File: src/rtl/res_arbiter.sv
// Round-robin arbiter for the single res memory port, shared by the pass
// engines. A requester may lock the port for a bounded read-modify-write run.
// Read data returns one cycle after the read grant and is tagged by rvalid.
//
// state       | meaning
// ------------+---------------------------------------------------------
// ST_UNLOCKED | round-robin from ptr among all requesters
// ST_LOCKED   | only owner may be granted; released on req_lock drop or
//             | after MAX_LOCK consecutive owner grants
module res_arbiter #(
    parameter int NREQ     = 3,
    parameter int AW       = 14,
    parameter int DW       = 8,
    parameter int MAX_LOCK = 16
) (
    input  logic                 clk,
    input  logic                 reset,
    input  logic [NREQ-1:0]      req,
    input  logic [NREQ-1:0]      req_wr,
    input  logic [NREQ-1:0]      req_lock,
    input  logic [NREQ*AW-1:0]   req_addr,
    input  logic [NREQ*DW-1:0]   req_wdata,
    output logic [NREQ-1:0]      gnt,
    output logic [NREQ-1:0]      rvalid,
    output logic [DW-1:0]        rdata,
    output logic                 locked,
    output logic                 res_rd,
    output logic                 res_wr,
    output logic [AW-1:0]        res_addr,
    output logic [DW-1:0]        res_do,
    input  logic [DW-1:0]        res_di
);

    localparam int PW = $clog2(NREQ);
    localparam int CW = $clog2(MAX_LOCK + 1);

    typedef enum logic {
        ST_UNLOCKED = 1'b0,
        ST_LOCKED   = 1'b1
    } state_t;

    state_t         state_q, state_n;
    logic [PW-1:0]  ptr_q, ptr_n;
    logic [PW-1:0]  owner_q, owner_n;
    logic [CW-1:0]  cnt_q, cnt_n;
    logic [PW-1:0]  gnt_idx;
    logic           gnt_any;
    logic [PW:0]    cand;

    // Grant selection: owner only while locked, else first requester at or after ptr
    always_comb begin
        gnt     = '0;
        gnt_any = 1'b0;
        gnt_idx = '0;
        cand    = '0;
        if (state_q == ST_LOCKED) begin
            if (req[owner_q]) begin
                gnt_any = 1'b1;
                gnt_idx = owner_q;
            end
        end else begin
            for (int k = 0; k < NREQ; k++) begin
                cand = {1'b0, ptr_q} + (PW+1)'(k);
                if (cand >= (PW+1)'(NREQ)) begin
                    cand = cand - (PW+1)'(NREQ);
                end
                if (!gnt_any && req[cand[PW-1:0]]) begin
                    gnt_any = 1'b1;
                    gnt_idx = cand[PW-1:0];
                end
            end
        end
        if (gnt_any) begin
            gnt[gnt_idx] = 1'b1;
        end
    end

    // Memory port follows the granted requester; idle port drives all zeros
    always_comb begin
        res_rd   = 1'b0;
        res_wr   = 1'b0;
        res_addr = '0;
        res_do   = '0;
        if (gnt_any) begin
            res_addr = req_addr[int'(gnt_idx)*AW +: AW];
            res_wr   = req_wr[gnt_idx];
            res_rd   = ~req_wr[gnt_idx];
            if (req_wr[gnt_idx]) begin
                res_do = req_wdata[int'(gnt_idx)*DW +: DW];
            end
        end
    end

    // Next pointer and lock state; a capped release still advances ptr past owner
    always_comb begin
        state_n = state_q;
        owner_n = owner_q;
        cnt_n   = cnt_q;
        ptr_n   = ptr_q;
        if (gnt_any) begin
            ptr_n = (gnt_idx == PW'(NREQ-1)) ? '0 : gnt_idx + 1'b1;
        end
        case (state_q)
            ST_UNLOCKED: begin
                if (gnt_any && req_lock[gnt_idx]) begin
                    state_n = ST_LOCKED;
                    owner_n = gnt_idx;
                    cnt_n   = CW'(1);
                end
            end
            ST_LOCKED: begin
                if (!req_lock[owner_q]) begin
                    state_n = ST_UNLOCKED;
                    cnt_n   = '0;
                end else if (gnt_any) begin
                    if (cnt_q == CW'(MAX_LOCK-1)) begin
                        state_n = ST_UNLOCKED;
                        cnt_n   = '0;
                    end else begin
                        cnt_n = cnt_q + 1'b1;
                    end
                end
            end
            default: state_n = ST_UNLOCKED;
        endcase
    end

    // State registers; reset also drops any read return still in flight
    always_ff @(posedge clk) begin
        if (!reset) begin
            state_q <= ST_UNLOCKED;
            ptr_q   <= '0;
            owner_q <= '0;
            cnt_q   <= '0;
            rvalid  <= '0;
        end else begin
            state_q <= state_n;
            ptr_q   <= ptr_n;
            owner_q <= owner_n;
            cnt_q   <= cnt_n;
            rvalid  <= gnt & ~req_wr;
        end
    end

    assign locked = (state_q == ST_LOCKED);
    assign rdata  = res_di;

endmodule

File: config.mk
export PLATFORM = sky130hd
export DESIGN_NAME = res_arbiter
export DESIGN_NICKNAME = d
export VERILOG_FILES = /design/src/rtl/res_arbiter.sv
export SDC_FILE = /design/constraint.sdc
export NUM_CORES = 1
export LEC_CHECK = 0
export ABC_AREA = 1
export CAP_MARGIN = 30
export CORE_ASPECT_RATIO = 1.2
export CORE_MARGIN = 3
export CORE_UTILIZATION = 37
export CTS_BUF_LIST = sky130_fd_sc_hd__clkbuf_8
export DETAILED_ROUTE_END_ITERATION = 10
export GPL_ROUTABILITY_DRIVEN = 0
export PLACE_DENSITY = 0.89
export REMOVE_ABC_BUFFERS = 1
export SETUP_SLACK_MARGIN = 0.1
export SLEW_MARGIN = 20
export SYNTH_ARGS = -nofsm -noshare
export SYNTH_HDL_FRONTEND = slang
export SYNTH_SLANG_ARGS = --single-unit
File: constraint.sdc
create_clock -name clk -period 7.31 [get_ports clk]
set_clock_uncertainty 0.2 [all_clocks]
set_input_delay 1.0965 -clock clk [delete_from_list [all_inputs] [get_ports clk]]
set_output_delay 1.0965 -clock clk [all_outputs]
set_load 0.005 [all_outputs]
==> results.tsv <==
stage	metric	value	unit
global_routing	Tot GR Track Use	22.4	%
cts	hold_buf cts	0	
logic_synthesis	ys async rst share	0	%
critical_path	critical path arrival	3790	ps
timing	worst rel slew slack	46.0	%
power	Peak VDD IR	0.000283	V
global_routing	first-pass GRT wire length	9.03	mm
critical_path	most frequent cell on the critical path	nand3_1	
logic_synthesis	Cells after Synth	261	
drt	final wirelength	5.79	mm
cts	Reg clk slew, reported paths	50	ps
drt	wire per inst	14.0	um
critical_path	critical path, cell by cell	clkdlybuf4s50_1 -> inv_1 -> nand2_1 -> nand3_1 -> nand2_1 -> nand3_1 -> nand3_1 -> nand2_2 -> nor2_4 -> a22oi_1 -> a21oi_1 -> clkdlybuf4s50_1	
cts	CTS tree	built	
drt	vias per cell	5.17	
logic_synthesis	synthesized area	1550	um2
critical_path	Startpoint Class	primary input	
global_routing	pin count of the biggest net entering global routing	24	
timing	RSZ-0062 raised after global routing	no	
timing	endpoints failing hold	0	
cts	clk_lat worst skew	250	ps
critical_path	CP Max Fanout	23	
drt	drt pass-1 iters	4	
critical_path	CP endpoint kind	primary output	
timing	Final setup viols	0	
timing	count of pins over their slew limit	0	
cts	Clock Path Buffers	2	
cts	clk root buf	clkbuf_8	
cts	clk sinks	13	
cts	TritonCTS buffer count	3	
timing	Slew @ Worst Pin	801	ps
critical_path	Worst EP required	6010	ps
floorplan	Die Wd	65.1	um
timing	maximum clock frequency	197	MHz
place	# port buffers	107	
logic_synthesis	post-synth cell types	34	
logic_synthesis	Top FF cell, synth	dfxtp_1	
drt	antenna viol nets, final	0	
critical_path	Slowest Stage Delay on Critical Path	600	ps
global_routing	number of global-route vias before repair	2090	
power	power density over the cells	535	nW/um2
cts	Resized cells post-CTS	0	
drt	# DRC	0	
logic_synthesis	post-synth top area cell	nand2_1	
final_layout	Final nets	448	
cts	H-tree depth	1	
floorplan	CORE AREA	4000	um2
logic_synthesis	Synth top area share	19.8	%
final_layout	fin util	65.5	%
timing	Sum Neg Setup Slack	0	ps
logic_synthesis	part of the Yosys area used for sequential elements	16.8	%
power	Lkg Pwr	1.12	nW
cts	setup bufs post-CTS	0	
final_layout	share of layout cells above drive strength 1	9.50	%
final_layout	Post-Layout Cell Count	412	
global_routing	initial antenna violation count	0	
logic_synthesis	EDFF count, synth	0	
global_routing	grt ovf	0	
logic_synthesis	Syn Area/Cell	5.94	um2
logic_synthesis	Synthesis Warnings	0	
critical_path	Slowest-stage cell, CP	clkdlybuf4s50_1	
drt	via count	2129	
floorplan	IO Pins	124	
floorplan	initial core utilization	38.8	%
timing	min cycle time layout	5090	ps
timing	setup ws final	2220	ps
drt	First DRT Iteration DRCs	157	
logic_synthesis	Synth area leaders	nand2_1 20%, dfxtp_1 17%, nand3_1 9.4%	
floorplan	Row Count	25	
run	max-cap violations	0	
logic_synthesis	post-synthesis register bit count	13	
place	dpl cells	408	
critical_path	critical path class	in -> out	
floorplan	DIE HEIGHT	76.9	um
timing	period utilization	69.6	%
run_status	status	completed	
final_layout	Layout area overhead	69.0	%
min_path	Min-Delay Path Class	reg -> reg	
place	pre-CTS setup slack	2270	ps
place	DPL Wire Length	4.73	mm
final_layout	ANT cells	0	
floorplan	die area	5010	um2
metrics by stage:
stage | power, mW | hold WS (ps) | instance area [um2]
global route | 1.52 | 287 | 2620
floorplan | 0.776 | 226 | 1440
global placement | 1.30 | 233 | 2580
detailed placement | 1.33 | 245 | 2580
finish | 1.40 | 248 | 2620
CTS | 1.40 | 252 | 2620
routing by layer:
layer  track usage (%)  up-vias  part of all wire [%]
met5                 0        -                     0
met3              7.47       13                    11
li1                  -     1039                     -
met2              40.2      127                    52
met4              9.96        0                   2.7
met1              23.0      950                    35
state kept, by name, indices dropped and copies added (netlist names):
register  cells
cnt_q         5
locked        1
owner_q       2
ptr_q         2
rvalid        3
cells in the mapped netlist, types with 3 or more instances:
library cell / instances
inv_1: 23
ha_1: 4
a22oi_1: 8
nor3_1: 3
a21oi_1: 17
nand2_2: 12
buf_6: 4
dfxtp_1: 13
nor2_1: 17
nand3_2: 3
a31oi_1: 5
inv_2: 5
nand3_1: 29
buf_4: 8
o21ai_0: 4
nand2_1: 82
critical path, delay by kind of cell:
| kind | cells | cell delay [ps] |
|---|---|---|
| AO/OA/AOI/OAI | 2 | 400 |
| buffers and inverters | 3 | 1220 |
| AND/OR/NAND/NOR | 7 | 1070 |
power by group:
group          switching, mW  leakage [nW]  internal (mW)  total (mW)
Combinational          0.655         0.991          0.564        1.22
Clock                 0.0297        0.0269         0.0373      0.0669
Sequential            0.0220         0.107         0.0946       0.117
area by class of cell:
class | count | area (um2)
repair buffers | 107 | 1070
inverters | 30 | 113
flip-flops and latches | 13 | 260
well taps | 54 | 67.6
multi-input cells | 204 | 1060
clock buffers | 3 | 41.3
clock inverters | 1 | 3.75
fillers | 373 | 1380
cells in the final DEF, fill, tap and decap left out, types with 5 or more instances in the layout:
cell type,synthesis,final
a21oi_1,17,17
a22oi_1,8,8
a31oi_1,5,5
clkdlybuf4s50_1,0,107
dfxtp_1,13,13
inv_1,23,24
inv_2,5,5
nand2_1,82,82
nand2_2,12,12
nand3_1,29,29
nor2_1,17,17
final timing paths:
kind | endpoint | depth (start not counted) | slack [ps] | from
setup / recovery | res_do[0] | 12 | 2220 | req[1]
hold / removal | cnt_q[4] | 2 | 250 | cnt_q[4]
setup reg to reg | cnt_q[1] | 14 | 4810 | ptr_q[0]
hold reg to reg | cnt_q[4] | 2 | 250 | cnt_q[4]
cells by family after synthesis:
kind of cell,after synthesis,share of synthesized area [%]
XOR/XNOR,2,1.13
buffers and inverters,44,14.6
AO/OA/AOI/OAI,43,17.7
adder cells (fa/ha/maj),4,3.23
AND/OR/NAND/NOR,155,46.6
flip-flops,13,16.8
Note: power is estimated with default switching activity, not from simulation.
